===== config.mk =====
export PLATFORM = sky130hd
export DESIGN_NAME = pipe_hazard_ctrl_flat
export DESIGN_NICKNAME = d
export VERILOG_FILES = /design/src/rtl/pipe_hazard_ctrl_pkg.sv /design/src/rtl/pipe_hazard_ctrl_if.sv /design/src/rtl/pipe_hazard_ctrl_hazard_detect.sv /design/src/rtl/pipe_hazard_ctrl.sv /design/src/flat_wrapper.sv
export SDC_FILE = /design/constraint.sdc
export NUM_CORES = 1
export LEC_CHECK = 0
export ABC_AREA = 1
export CAP_MARGIN = 20
export CORE_MARGIN = 5
export CORE_UTILIZATION = 40
export DETAILED_ROUTE_END_ITERATION = 12
export PLACE_DENSITY = 0.66
export SLEW_MARGIN = 15
export SYNTH_ARGS = -nofsm -noshare
export SYNTH_HDL_FRONTEND = slang
export SYNTH_SLANG_ARGS = --single-unit

===== constraint.sdc =====
create_clock -name clk -period 5.71 [get_ports clk]
set_input_delay 1.142 -clock clk [delete_from_list [all_inputs] [get_ports clk]]
set_output_delay 1.142 -clock clk [all_outputs]
set_load 0.02 [all_outputs]

===== src/rtl/pipe_hazard_ctrl_pkg.sv =====
// Shared codes for the pipeline hazard sequencer: next-PC selects, FSM states
// and the bundle of register enable/flush controls.
package pipe_hazard_ctrl_pkg;

    // Next-PC select codes produced by the EX stage
    localparam logic [2:0] NPC_PLUS4  = 3'd0;
    localparam logic [2:0] NPC_BRANCH = 3'd1;
    localparam logic [2:0] NPC_JUMP   = 3'd2;
    localparam logic [2:0] NPC_JR     = 3'd3;

    // Sequencer states
    localparam logic [1:0] ST_RUN      = 2'd0;
    localparam logic [1:0] ST_BUBBLE   = 2'd1;
    localparam logic [1:0] ST_MEM_WAIT = 2'd2;

    typedef struct packed {
        logic pc_en;
        logic if_id_en;
        logic if_id_flush;
        logic id_ex_en;
        logic id_ex_flush;
        logic ex_mem_en;
        logic mem_wb_en;
        logic mem_wb_flush;
    } ctrl_t;

    // Free-running pipeline
    localparam ctrl_t CTRL_RUN    = '{1'b1, 1'b1, 1'b0, 1'b1, 1'b0, 1'b1, 1'b1, 1'b0};
    // Hold PC and IF/ID, push a bubble into EX, let the back end drain
    localparam ctrl_t CTRL_LU     = '{1'b0, 1'b0, 1'b0, 1'b1, 1'b1, 1'b1, 1'b1, 1'b0};
    // Squash the two wrong-path instructions behind a taken redirect
    localparam ctrl_t CTRL_REDIR  = '{1'b1, 1'b1, 1'b1, 1'b1, 1'b1, 1'b1, 1'b1, 1'b0};
    // Whole pipeline frozen waiting for data memory
    localparam ctrl_t CTRL_FREEZE = '{1'b0, 1'b0, 1'b0, 1'b0, 1'b0, 1'b0, 1'b0, 1'b0};
    // Aborted access: drop the MEM result, advance only the back end
    localparam ctrl_t CTRL_ABORT  = '{1'b0, 1'b0, 1'b0, 1'b0, 1'b0, 1'b1, 1'b1, 1'b1};
    // Held in reset: nothing loads, everything is cleared
    localparam ctrl_t CTRL_RST    = '{1'b0, 1'b0, 1'b1, 1'b0, 1'b1, 1'b0, 1'b0, 1'b1};

endpackage


===== src/rtl/pipe_hazard_ctrl_if.sv =====
// Hazard-controller bundle: ID/EX/MEM status in, pipeline register controls out.
interface pipe_hazard_ctrl_if #(
    parameter int CNT_W = 16
);
    logic [4:0]       id_rs;
    logic [4:0]       id_rt;
    logic             id_uses_rs;
    logic             id_uses_rt;
    logic [4:0]       ex_rd;
    logic             ex_mem_read;
    logic [2:0]       ex_pcsrc;
    logic             mem_req;
    logic             mem_ready;
    logic             pc_en;
    logic             if_id_en;
    logic             if_id_flush;
    logic             id_ex_en;
    logic             id_ex_flush;
    logic             ex_mem_en;
    logic             mem_wb_en;
    logic             mem_wb_flush;
    logic             mem_timeout;
    logic [CNT_W-1:0] stall_cycles;

    // Pipeline datapath side
    modport master (
        output id_rs, id_rt, id_uses_rs, id_uses_rt, ex_rd, ex_mem_read,
               ex_pcsrc, mem_req, mem_ready,
        input  pc_en, if_id_en, if_id_flush, id_ex_en, id_ex_flush,
               ex_mem_en, mem_wb_en, mem_wb_flush, mem_timeout, stall_cycles
    );

    // Hazard controller side
    modport slave (
        input  id_rs, id_rt, id_uses_rs, id_uses_rt, ex_rd, ex_mem_read,
               ex_pcsrc, mem_req, mem_ready,
        output pc_en, if_id_en, if_id_flush, id_ex_en, id_ex_flush,
               ex_mem_en, mem_wb_en, mem_wb_flush, mem_timeout, stall_cycles
    );
endinterface


===== src/rtl/pipe_hazard_ctrl_hazard_detect.sv =====
// Combinational hazard classification for the current pipeline contents.
module hazard_detect
    import pipe_hazard_ctrl_pkg::*;
(
    input  logic [4:0] id_rs,
    input  logic [4:0] id_rt,
    input  logic       id_uses_rs,
    input  logic       id_uses_rt,
    input  logic [4:0] ex_rd,
    input  logic       ex_mem_read,
    input  logic [2:0] ex_pcsrc,
    input  logic       mem_req,
    input  logic       mem_ready,
    output logic       lu,
    output logic       redir,
    output logic       mwait
);
    // $zero is never written, so a load targeting r0 cannot create a hazard
    always_comb begin
        lu    = ex_mem_read && (ex_rd != 5'd0) &&
                ((id_uses_rs && (id_rs == ex_rd)) || (id_uses_rt && (id_rt == ex_rd)));
        redir = (ex_pcsrc != NPC_PLUS4);
        mwait = mem_req && !mem_ready;
    end
endmodule


===== src/rtl/pipe_hazard_ctrl.sv =====
// Stall/flush sequencer for the 5-stage pipeline: load-use bubbles, EX redirect
// squash, data-memory freeze with timeout, and a saturating stall counter.
module pipe_hazard_ctrl
    import pipe_hazard_ctrl_pkg::*;
#(
    parameter int LU_BUBBLES  = 1,
    parameter int MEM_TIMEOUT = 255,
    parameter int CNT_W       = 16
) (
    input  logic             clk,
    input  logic             rst,
    pipe_hazard_ctrl_if.slave bus
);
    localparam int              WAIT_W   = $clog2(MEM_TIMEOUT + 1);
    localparam logic [WAIT_W-1:0] WAIT_MAX = WAIT_W'(MEM_TIMEOUT);
    localparam logic [1:0]      BUB_INIT = 2'(LU_BUBBLES - 1);

    logic              lu, redir, mwait;
    logic [1:0]        state_reg, state_next;
    logic [1:0]        bubble_cnt_reg, bubble_cnt_next;
    logic [WAIT_W-1:0] wait_cnt_reg, wait_cnt_next;
    logic              ret_bubble_reg, ret_bubble_next;
    logic              timeout_reg, timeout_next;
    logic [CNT_W-1:0]  stall_cnt_reg;
    logic              run_eval;
    ctrl_t             ctrl;

    hazard_detect u_detect (
        .id_rs       (bus.id_rs),
        .id_rt       (bus.id_rt),
        .id_uses_rs  (bus.id_uses_rs),
        .id_uses_rt  (bus.id_uses_rt),
        .ex_rd       (bus.ex_rd),
        .ex_mem_read (bus.ex_mem_read),
        .ex_pcsrc    (bus.ex_pcsrc),
        .mem_req     (bus.mem_req),
        .mem_ready   (bus.mem_ready),
        .lu          (lu),
        .redir       (redir),
        .mwait       (mwait)
    );

    // Output controls and next state from the current state and hazards
    always_comb begin
        ctrl            = CTRL_RUN;
        state_next      = state_reg;
        bubble_cnt_next = bubble_cnt_reg;
        wait_cnt_next   = wait_cnt_reg;
        ret_bubble_next = ret_bubble_reg;
        timeout_next    = 1'b0;
        run_eval        = 1'b0;
        case (state_reg)
            ST_BUBBLE: begin
                if (mwait) begin
                    // Freeze wins; bubble count is held for the return trip
                    ctrl            = CTRL_FREEZE;
                    state_next      = ST_MEM_WAIT;
                    wait_cnt_next   = WAIT_W'(1);
                    ret_bubble_next = 1'b1;
                end else begin
                    ctrl = CTRL_LU;
                    if (bubble_cnt_reg == 2'd1) begin
                        state_next = ST_RUN;
                    end else begin
                        bubble_cnt_next = bubble_cnt_reg - 2'd1;
                    end
                end
            end
            ST_MEM_WAIT: begin
                // A dropped request counts as completion
                if (!bus.mem_req || bus.mem_ready) begin
                    state_next      = ret_bubble_reg ? ST_BUBBLE : ST_RUN;
                    run_eval        = !ret_bubble_reg;
                    ret_bubble_next = 1'b0;
                    wait_cnt_next   = '0;
                end else if (wait_cnt_reg == WAIT_MAX) begin
                    ctrl            = CTRL_ABORT;
                    state_next      = ST_RUN;
                    ret_bubble_next = 1'b0;
                    wait_cnt_next   = '0;
                    timeout_next    = 1'b1;
                end else begin
                    ctrl          = CTRL_FREEZE;
                    wait_cnt_next = wait_cnt_reg + WAIT_W'(1);
                end
            end
            default: run_eval = 1'b1;
        endcase

        // RUN-state priority: memory wait, then redirect, then load-use
        if (run_eval) begin
            if (mwait) begin
                ctrl            = CTRL_FREEZE;
                state_next      = ST_MEM_WAIT;
                wait_cnt_next   = WAIT_W'(1);
                ret_bubble_next = 1'b0;
            end else if (redir) begin
                ctrl = CTRL_REDIR;
            end else if (lu) begin
                ctrl = CTRL_LU;
                if (LU_BUBBLES > 1) begin
                    state_next      = ST_BUBBLE;
                    bubble_cnt_next = BUB_INIT;
                end
            end
        end

        if (rst) begin
            ctrl = CTRL_RST;
        end
    end

    // Sequencer state and the registered timeout pulse
    always_ff @(posedge clk or posedge rst) begin
        if (rst) begin
            state_reg      <= ST_RUN;
            bubble_cnt_reg <= '0;
            wait_cnt_reg   <= '0;
            ret_bubble_reg <= 1'b0;
            timeout_reg    <= 1'b0;
        end else begin
            state_reg      <= state_next;
            bubble_cnt_reg <= bubble_cnt_next;
            wait_cnt_reg   <= wait_cnt_next;
            ret_bubble_reg <= ret_bubble_next;
            timeout_reg    <= timeout_next;
        end
    end

    // Count cycles with the PC held, sticking at all-ones
    always_ff @(posedge clk or posedge rst) begin
        if (rst) begin
            stall_cnt_reg <= '0;
        end else if (!ctrl.pc_en && (stall_cnt_reg != '1)) begin
            stall_cnt_reg <= stall_cnt_reg + 1'b1;
        end
    end

    assign bus.pc_en        = ctrl.pc_en;
    assign bus.if_id_en     = ctrl.if_id_en;
    assign bus.if_id_flush  = ctrl.if_id_flush;
    assign bus.id_ex_en     = ctrl.id_ex_en;
    assign bus.id_ex_flush  = ctrl.id_ex_flush;
    assign bus.ex_mem_en    = ctrl.ex_mem_en;
    assign bus.mem_wb_en    = ctrl.mem_wb_en;
    assign bus.mem_wb_flush = ctrl.mem_wb_flush;
    assign bus.mem_timeout  = timeout_reg;
    assign bus.stall_cycles = stall_cnt_reg;
endmodule

===== src/flat_wrapper.sv =====
// flat-port wrapper written by rule: the top's interface ports become plain ports
module pipe_hazard_ctrl_flat import pipe_hazard_ctrl_pkg::*;
#(
    parameter int LU_BUBBLES  = 1,
    parameter int MEM_TIMEOUT = 255,
    parameter int CNT_W       = 16
)
  (clk, rst, bus_id_rs, bus_id_rt, bus_id_uses_rs, bus_id_uses_rt, bus_ex_rd, bus_ex_mem_read, bus_ex_pcsrc, bus_mem_req, bus_mem_ready, bus_pc_en, bus_if_id_en, bus_if_id_flush, bus_id_ex_en, bus_id_ex_flush, bus_ex_mem_en, bus_mem_wb_en, bus_mem_wb_flush, bus_mem_timeout, bus_stall_cycles);
  pipe_hazard_ctrl_if #(.CNT_W(CNT_W)) bus_i ();
  input  logic clk;
  input  logic rst;
  input wire logic [$bits(bus_i.id_rs)-1:0] bus_id_rs;
  input wire logic [$bits(bus_i.id_rt)-1:0] bus_id_rt;
  input wire logic [$bits(bus_i.id_uses_rs)-1:0] bus_id_uses_rs;
  input wire logic [$bits(bus_i.id_uses_rt)-1:0] bus_id_uses_rt;
  input wire logic [$bits(bus_i.ex_rd)-1:0] bus_ex_rd;
  input wire logic [$bits(bus_i.ex_mem_read)-1:0] bus_ex_mem_read;
  input wire logic [$bits(bus_i.ex_pcsrc)-1:0] bus_ex_pcsrc;
  input wire logic [$bits(bus_i.mem_req)-1:0] bus_mem_req;
  input wire logic [$bits(bus_i.mem_ready)-1:0] bus_mem_ready;
  output wire logic [$bits(bus_i.pc_en)-1:0] bus_pc_en;
  output wire logic [$bits(bus_i.if_id_en)-1:0] bus_if_id_en;
  output wire logic [$bits(bus_i.if_id_flush)-1:0] bus_if_id_flush;
  output wire logic [$bits(bus_i.id_ex_en)-1:0] bus_id_ex_en;
  output wire logic [$bits(bus_i.id_ex_flush)-1:0] bus_id_ex_flush;
  output wire logic [$bits(bus_i.ex_mem_en)-1:0] bus_ex_mem_en;
  output wire logic [$bits(bus_i.mem_wb_en)-1:0] bus_mem_wb_en;
  output wire logic [$bits(bus_i.mem_wb_flush)-1:0] bus_mem_wb_flush;
  output wire logic [$bits(bus_i.mem_timeout)-1:0] bus_mem_timeout;
  output wire logic [$bits(bus_i.stall_cycles)-1:0] bus_stall_cycles;
  assign bus_i.id_rs = bus_id_rs;
  assign bus_i.id_rt = bus_id_rt;
  assign bus_i.id_uses_rs = bus_id_uses_rs;
  assign bus_i.id_uses_rt = bus_id_uses_rt;
  assign bus_i.ex_rd = bus_ex_rd;
  assign bus_i.ex_mem_read = bus_ex_mem_read;
  assign bus_i.ex_pcsrc = bus_ex_pcsrc;
  assign bus_i.mem_req = bus_mem_req;
  assign bus_i.mem_ready = bus_mem_ready;
  assign bus_pc_en = bus_i.pc_en;
  assign bus_if_id_en = bus_i.if_id_en;
  assign bus_if_id_flush = bus_i.if_id_flush;
  assign bus_id_ex_en = bus_i.id_ex_en;
  assign bus_id_ex_flush = bus_i.id_ex_flush;
  assign bus_ex_mem_en = bus_i.ex_mem_en;
  assign bus_mem_wb_en = bus_i.mem_wb_en;
  assign bus_mem_wb_flush = bus_i.mem_wb_flush;
  assign bus_mem_timeout = bus_i.mem_timeout;
  assign bus_stall_cycles = bus_i.stall_cycles;
  pipe_hazard_ctrl #(.LU_BUBBLES(LU_BUBBLES), .MEM_TIMEOUT(MEM_TIMEOUT), .CNT_W(CNT_W)) u_core (.clk(clk), .rst(rst), .bus(bus_i));
endmodule

==> results by group, run 1 <==
Outcome
  – Status: finished clean

Routing
  – Final wirelength: 4.94 mm
  – Average wire per standard cell: 11.5 µm
  – Count of routing violations after the opening detailed-route iteration: 104
  – Via count: 2108
  – Antenna Violating Nets Remaining: 0
  – Post-detailed-route DRC marker count: 0
  – Routed vias/inst: 4.90
  – Length of the first detailed-routing pass in iterations: 4

GRT
  – Aggregate global routing overflow: 0
  – Largest net degree at the start of global routing: 27
  – Wire length of the first global-routing pass: 8.47 mm
  – Total global routing track utilization: 0.161
  – Via count of the first global-routing pass: 1912
  – Antenna violations before repair: 0

Worst setup path
  – Endpoint required time on the critical path: 4.57 ns
  – Delay contributed by the slowest stage of the critical path: 0.55 ns
  – Crit Path Max Fanout: 19
  – R2R setup slack: 3.63 ns
  – Highest-delay cell along the critical path: sky130_fd_sc_hd__clkdlybuf4s50_1
  – Family with the most delay on the worst path: buffers and inverters
  – FF-to-FF End: u_core.bus.stall_cycles[10]$_DFFE_PP0P_
  – Worst R2R Path Depth: 10
  – Crit end category: output pin
  – R2R Path Start: u_core.state_reg[0]$_DFF_PP0_
  – Chain of cells forming the critical path: clkdlybuf4s50_1, inv_1, nor2_4, inv_2, a21oi_1, nor2_1, nand2_1, nand2_1, nand2_2, inv_1, clkdlybuf4s50_1
  – Critical path buffer and inverter count: 5
  – Worst Path Class, Setup: in -> out
  – Worst Path Arrival: 3.33 ns
  – Worst setup SP type: primary input

Power
  – Worst voltage drop across the vdd grid: 0.192 mV
  – Standby leakage power: 1.34 nW
  – PwrDens: 299 nW/µm²
  – Power Total: 822 µW

Job
  – Number of violations of the max-capacitance limit: 0

Floorplan
  – Horizontal extent of the die: 82.8 µm
  – Vertical extent of the die: 82.8 µm
  – Top-Level Pins: 50
  – Floorplan row count: 26
  – Initial standard-cell utilization of the core: 0.412
  – Core outline area: 5140 µm²
  – Die Footprint: 6850 µm²

Finish
  – FF/Latch Area: 751 µm²
  – Number of filler instances in the final layout: 530
  – Count of placed standard cells in the final layout, fillers left out: 430
  – Share of layout cells above drive strength 1: 0.0556
  – Utilization of the core after routing: 0.536
  – Synthesis-to-finish area growth: 30.1%
  – Layout net count: 389
  – Post-route cell area: 2750 µm²
  – Ant diodes: 0
  – Number of flip-flops under the largest register name: 16
  – Multi-input gate area in the final layout: 1160 µm²

Min path
  – Hold path endpoint: u_core.bubble_cnt_reg[0]$_DFFE_PP0P_
  – Hold Path Origin: u_core.bubble_cnt_reg[0]$_DFFE_PP0P_
  – Classification of the worst-slack hold path: reg -> reg
  – Worst Hold Path Cells: 1

Timing
  – Final clock period utilization by the worst path: 0.784
  – Setup TNS after final layout: 0 ns
  – Final critical path time including I/O delays and setup: 4.48 ns
  – Final hold viol count: 0
  – Setup repair after global routing missed its margin: no
  – Number of pins exceeding their max-slew limit in the final report: 0
  – Worst relative slew slack: 0.705
  – Slew @ Worst Pin: 0.441 ns
  – Worst hold slack across all endpoints: 0.489 ns
  – Highest clock rate: 223 MHz
  – Worst setup slack after layout: 1.23 ns
  – Number of failing setup endpoints in the final timing report: 0
  – Fin Clk Skew: 0.00909 ns

Placed design
  – Cell count after placement: 422
  – Placer's final routability congestion estimate: 0.965
  – DP Wirelength: 3.92 mm
  – Placement-stage worst setup slack: 1.26 ns
  – Area after detailed placement: 2660 µm²
  – Number of buffers inserted by port buffering: 49

Synth
  – Mapped Area: 2120 µm²
  – Seq/Total Area, Yosys: 0.355
  – Mean instance size in the synthesized netlist: 6.87 µm²
  – Post-Syn Instances: 308
  – Area share of the largest cell type after synthesis: 0.355
  – Number of distinct standard cells referenced by the synthesized netlist: 34
  – Number of nets in the synthesized netlist: 338
  – Flip-flop and latch count after synthesis: 30
  – Leading area contributor after synthesis: sky130_fd_sc_hd__dfrtp_1
  – Synth warn: 0
  – Synth top area cells: sky130_fd_sc_hd__dfrtp_1, sky130_fd_sc_hd__nand2_1, sky130_fd_sc_hd__inv_1

Clocking
  – Cts hold-fix bufs: 0
  – Root Buffer Master: sky130_fd_sc_hd__clkbuf_8
  – Post-CTS Setup Bufs: 0
  – Clk pin slew, worst setup/hold paths: 0.05 ns
  – Maximum buffer depth of the clock tree: 2
  – Clock tree from TritonCTS: yes
  – Worst skew pair latency: 0.28 ns
  – CTS Sinks: 30
  – H-tree depth reported by CTS: 2
  – Number of buffers created by CTS: 5
  – Number of gates given a new drive strength after cts: 0
==> synthesized netlist by cell type <==
library cell and count:
sky130_fd_sc_hd__inv_1 41, sky130_fd_sc_hd__inv_2 2, sky130_fd_sc_hd__nor2_4 1, sky130_fd_sc_hd__nand3_1 25
sky130_fd_sc_hd__a211oi_1 1, sky130_fd_sc_hd__a21oi_1 10, sky130_fd_sc_hd__nand2_4 1, sky130_fd_sc_hd__o21ai_0 8
sky130_fd_sc_hd__a311oi_1 1, sky130_fd_sc_hd__nand4_1 8, sky130_fd_sc_hd__nand2_1 101, sky130_fd_sc_hd__buf_4 2
sky130_fd_sc_hd__dfrtp_1 30, sky130_fd_sc_hd__nand3b_1 1, sky130_fd_sc_hd__nand2_2 2, sky130_fd_sc_hd__ha_1 5
sky130_fd_sc_hd__buf_2 2, sky130_fd_sc_hd__nor2_1 26, sky130_fd_sc_hd__nor4_1 2, sky130_fd_sc_hd__buf_6 1
sky130_fd_sc_hd__o22ai_1 3, sky130_fd_sc_hd__o211ai_1 3, sky130_fd_sc_hd__nor3_2 1, sky130_fd_sc_hd__xnor2_1 7
sky130_fd_sc_hd__xor2_1 7, sky130_fd_sc_hd__and3_1 2, sky130_fd_sc_hd__nor3_1 4, sky130_fd_sc_hd__clkbuf_1 1
sky130_fd_sc_hd__or2_1 1, sky130_fd_sc_hd__nand3_2 2, sky130_fd_sc_hd__a31oi_1 4, sky130_fd_sc_hd__nor2_2 1
sky130_fd_sc_hd__nor3_4 1, sky130_fd_sc_hd__o21ai_2 1
==> placed cells by master (no fill, tap or decap), types with 4 or more instances in the layout <==
cell type                         instances
sky130_fd_sc_hd__o21ai_0                  8
sky130_fd_sc_hd__xor2_1                   7
sky130_fd_sc_hd__clkdlybuf4s50_1         49
sky130_fd_sc_hd__nand4_1                  8
sky130_fd_sc_hd__nor3_1                   4
sky130_fd_sc_hd__a21oi_1                 10
sky130_fd_sc_hd__a31oi_1                  4
sky130_fd_sc_hd__nand3_1                 25
sky130_fd_sc_hd__clkbuf_8                 6
sky130_fd_sc_hd__nand2_1                101
sky130_fd_sc_hd__ha_1                     5
sky130_fd_sc_hd__xnor2_1                  7
sky130_fd_sc_hd__nor2_1                  26
sky130_fd_sc_hd__dfrtp_1                 30
sky130_fd_sc_hd__inv_1                   41
==> where the power goes <==
| part | internal (mW) | switching [mW] | total (mW) |
|---|---|---|---|
| clock | 0.0970 | 0.0763 | 0.173 |
| sequential | 0.250 | 0.0443 | 0.294 |
| combinational | 0.141 | 0.214 | 0.355 |
==> cell type report <==
cell class / count / area share
clock buffer: 7 / 0.0313
clock inverter: 1 / 0.00182
inverter: 43 / 0.0586
multi-input combinational: 229 / 0.423
sequential: 30 / 0.273
tap: 70 / 0.0318
timing repair buffer: 50 / 0.181
==> layer usage <==
layer	GRT usage	vias up	part of all wire
met5	0	-	0
met4	0.0572	0	0.018
met3	0.0445	11	0.070
met2	0.259	69	0.46
met1	0.205	934	0.45
li1	-	1094	-
==> how the worst max path moves through the flow <==
stage,from,end,cells past startpoint
detailed placement,bus_mem_req,bus_pc_en,11
floorplan,rst,bus_mem_wb_en,4
global route,bus_mem_req,bus_mem_wb_en,11
finish,bus_mem_req,bus_pc_en,11
CTS,bus_mem_req,bus_pc_en,11
global placement,bus_mem_req,bus_if_id_en,11
==> worst register-to-register path, cell delays in order (launching register included) <==
cell	delay (ns)
sky130_fd_sc_hd__dfrtp_1	0.37
sky130_fd_sc_hd__inv_1	0.06
sky130_fd_sc_hd__ha_1	0.41
sky130_fd_sc_hd__a21oi_1	0.27
sky130_fd_sc_hd__nor2_1	0.08
sky130_fd_sc_hd__nand2_1	0.07
sky130_fd_sc_hd__nand2_1	0.06
sky130_fd_sc_hd__nand2_2	0.29
sky130_fd_sc_hd__nand2_4	0.20
sky130_fd_sc_hd__nand2_1	0.10
sky130_fd_sc_hd__nand2_1	0.06
==> kinds of logic after synthesis <==
| group | count (synthesis) | share of synthesized area |
|---|---|---|
| buf+inv | 49 | 0.0952 |
| flops | 30 | 0.355 |
| fa+ha+maj | 5 | 0.0296 |
| compound gates | 31 | 0.0857 |
| simple gates | 179 | 0.377 |
| xor+xnor | 14 | 0.0579 |
Power figures use the tool's default switching activity.
==> run 2, diff against run 1 <==
Clock period 5.71 ns to 4.2 ns, I/O delays scaled along.
==> run 2 against run 1 <==
Net effect: first-iteration DRC count decreased by 18%; clock power up 71%; via count decreased by 0.38%; sequential power up 35%; sequential cell count stayed put; routed wire length rose by 1.7%; power grew 43%; global-route usage up 0.38 points.
==> results by group, run 2 (synthesized netlist as in run 1, its figures left out) <==
GRT
  – Wire length of the first global-routing pass: 8.81 mm (was 8.47 mm)
  – Met2 routing resource usage after global routing: 0.279 (was 0.259)
  – Via count of the first global-routing pass: 2075 (was 1912)
  – Total global routing track utilization: 0.164 (was 0.161)
  – Largest net degree at the start of global routing: 28 (was 27)
  – Aggregate global routing overflow: 0 (unchanged)
  – Antenna violations before repair: 0 (unchanged)
  – Met3 usage in global routing: 0.0315 (was 0.0445)
  – Met1 usage in global routing: 0.204 (was 0.205)
  – Gr busiest metal: met2 (unchanged)

Worst setup path
  – Endpoint required time on the critical path: 3.36 ns (was 4.57 ns)
  – Worst setup SP type: primary input (unchanged)
  – Family with the most delay on the worst path: buffers and inverters (unchanged)
  – R2R setup slack: 2.17 ns (was 3.63 ns)
  – Worst Path Class, Setup: in -> out (unchanged)
  – Worst Path Arrival: 3.04 ns (was 3.33 ns)
  – Crit Path Max Fanout: 10 (was 19)
  – Chain of cells forming the critical path: clkdlybuf4s50_1, inv_1, nor2_4, or2_1, nand2_1, o21ai_2, nor2_2, inv_2, nand2_1, a31oi_1, clkdlybuf4s50_1 (was clkdlybuf4s50_1, inv_1, nor2_4, inv_2, a21oi_1, nor2_1, nand2_1, nand2_1, nand2_2, inv_1, clkdlybuf4s50_1)
  – Critical path buffer and inverter count: 4 (was 5)
  – Highest-delay cell along the critical path: sky130_fd_sc_hd__clkdlybuf4s50_1 (unchanged)
  – Delay contributed by the slowest stage of the critical path: 0.64 ns (was 0.55 ns)
  – Crit end category: output pin (unchanged)

Power
  – Fraction of power spent switching nets: 0.386 (was 0.406)
  – P_int: 724 µW (was 488 µW)
  – Standby leakage power: 1.35 nW (was 1.34 nW)
  – Worst voltage drop across the vdd grid: 0.213 mV (was 0.192 mV)
  – PwrDens: 424 nW/µm² (was 299 nW/µm²)
  – Combinational fraction of design power: 0.411 (was 0.432)
  – Sw Pwr: 455 µW (was 334 µW)
  – Proportion of power drawn by the clock network: 0.251 (was 0.211)
  – Reg power frac: 0.338 (was 0.357)

Routing
  – Average wire per standard cell: 11.7 µm (was 11.5 µm)
  – Count of routing violations after the opening detailed-route iteration: 85 (was 104)
  – Post-detailed-route DRC marker count: 0 (unchanged)
  – Final wirelength: 5.02 mm (was 4.94 mm)
  – Routed vias/inst: 4.88 (was 4.90)
  – Length of the first detailed-routing pass in iterations: 4 (unchanged)
  – Via count: 2100 (was 2108)
  – Antenna Violating Nets Remaining: 0 (unchanged)

Clocking
  – Cts hold-fix bufs: 0 (unchanged)
  – CTS Sinks: 30 (unchanged)
  – Number of gates given a new drive strength after cts: 0 (unchanged)
  – Clk pin slew, worst setup/hold paths: 0.06 ns (was 0.05 ns)
  – Worst skew pair latency: 0.28 ns (about the same)
  – H-tree depth reported by CTS: 2 (unchanged)
  – Number of buffers created by CTS: 5 (unchanged)
  – Post-CTS Setup Bufs: 0 (unchanged)
  – Clock tree from TritonCTS: yes (unchanged)
  – Maximum buffer depth of the clock tree: 2 (unchanged)
  – Root Buffer Master: sky130_fd_sc_hd__clkbuf_8 (unchanged)

Timing
  – Final critical path time including I/O delays and setup: 3.88 ns
  – Number of pins exceeding their max-slew limit in the final report: 0 (unchanged)
  – Worst relative slew slack: 0.697 (was 0.705)
  – Fin Clk Skew: 0.00503 ns (was 0.00909 ns)
  – Slew @ Worst Pin: 0.454 ns (was 0.441 ns)
  – Final clock period utilization by the worst path: 0.924
  – Worst hold slack across all endpoints: 0.477 ns (was 0.489 ns)
  – Highest clock rate: 258 MHz
  – Setup TNS after final layout: 0 ns (unchanged)
  – Setup repair after global routing missed its margin: no (unchanged)
  – Number of failing setup endpoints in the final timing report: 0 (unchanged)
  – Final hold viol count: 0 (unchanged)

Floorplan
  – Horizontal extent of the die: 82.8 µm (unchanged)
  – Initial standard-cell utilization of the core: 0.412 (unchanged)
  – Floorplan row count: 26 (unchanged)
  – Vertical extent of the die: 82.8 µm (unchanged)
  – Top-Level Pins: 50 (unchanged)
  – Die Footprint: 6850 µm² (unchanged)
  – Core outline area: 5140 µm² (unchanged)

Finish
  – Share of layout cells above drive strength 1: 0.0583 (was 0.0556)
  – Number of filler instances in the final layout: 562 (was 530)
  – Synthesis-to-finish area growth: 31.4% (was 30.1%)
  – Ant diodes: 0 (unchanged)
  – Commonest cells after routing, fill and taps aside: sky130_fd_sc_hd__nand2_1, sky130_fd_sc_hd__clkdlybuf4s50_1, sky130_fd_sc_hd__inv_1 (unchanged)
  – Layout net count: 390 (was 389)
  – Commonest non-fill, non-tap cell in the layout: sky130_fd_sc_hd__nand2_1 (unchanged)
  – Number of flip-flops under the largest register name: 16 (unchanged)

Placed design
  – Placer's final routability congestion estimate: 0.869 (was 0.965)
  – Number of buffers inserted by port buffering: 49 (unchanged)
  – DP Wirelength: 3.94 mm (was 3.92 mm)

Outcome
  – Status: finished clean (unchanged)

Job
  – Number of violations of the max-capacitance limit: 0 (unchanged)

Min path
  – Classification of the worst-slack hold path: reg -> reg (unchanged)
## run 2: power by group through the flow
stage / logic, mW / clock network (mW) / registers, mW
finish: 0.485 / 0.296 / 0.398
detailed placement: 0.488 / 0 / 0.404
CTS: 0.489 / 0.307 / 0.398
global placement: 0.482 / 0 / 0.404
floorplan: 0.294 / 0 / 0.426
global route: 0.550 / 0.315 / 0.409
## run 2: final cells by class
type | instances | area [µm²] | area share
multi-input combinational | 229 | 1160 | 0.419
clock buffer | 6 | 82.6 | 0.0297
tap | 70 | 87.6 | 0.0315
sequential | 30 | 751 | 0.270
timing repair buffer | 51 | 505 | 0.182
inverter | 43 | 161 | 0.0580
clock inverter | 1 | 30.0 | 0.0108
## run 2: stage by stage
stage	std cells	area, µm²	setup WS [ns]	total power [mW]	utilization
global route	430	2780	0.0981	1.27	0.541
floorplan	308	2120	0.997	0.720	-
CTS	430	2780	0.336	1.19	0.541
finish	430	2780	0.320	1.18	0.541
detailed placement	423	2670	0.329	0.892	0.519
global placement	423	2670	0.420	0.886	0.519
## run 2: routing by layer
metal	wire length, µm	vias to the layer above
met5	0	-
met4	80	0
met3	267	7
met2	2300	48
met1	2380	948
li1	-	1097
## run 2: worst register-to-register path: stages (launching register included)
cell,delay (ns)
sky130_fd_sc_hd__dfrtp_1,0.43
sky130_fd_sc_hd__ha_1,0.26
sky130_fd_sc_hd__nand3_2,0.13
sky130_fd_sc_hd__nor3_4,0.22
sky130_fd_sc_hd__nand3_2,0.14
sky130_fd_sc_hd__nor3_2,0.14
sky130_fd_sc_hd__nand2_2,0.24
sky130_fd_sc_hd__nand2_4,0.26
sky130_fd_sc_hd__nand2_1,0.08
sky130_fd_sc_hd__nand2_1,0.07
## run 2: path summary, 6_finish.rpt
check                      cells after the start                                     end                                   start
max in group asynchronous                      3  u_core.bus.stall_cycles[1]$_DFFE_PP0P_                                     rst
hold / removal                                 1    u_core.bubble_cnt_reg[0]$_DFFE_PP0P_    u_core.bubble_cnt_reg[0]$_DFFE_PP0P_
hold reg to reg                                1    u_core.bubble_cnt_reg[0]$_DFFE_PP0P_    u_core.bubble_cnt_reg[0]$_DFFE_PP0P_
setup reg to reg                               9  u_core.bus.stall_cycles[8]$_DFFE_PP0P_  u_core.bus.stall_cycles[0]$_DFFE_PP0P_
min in group asynchronous                      2        u_core.wait_cnt_reg[4]$_DFF_PP0_                                     rst
setup / recovery                              11                           bus_ex_mem_en                             bus_mem_req
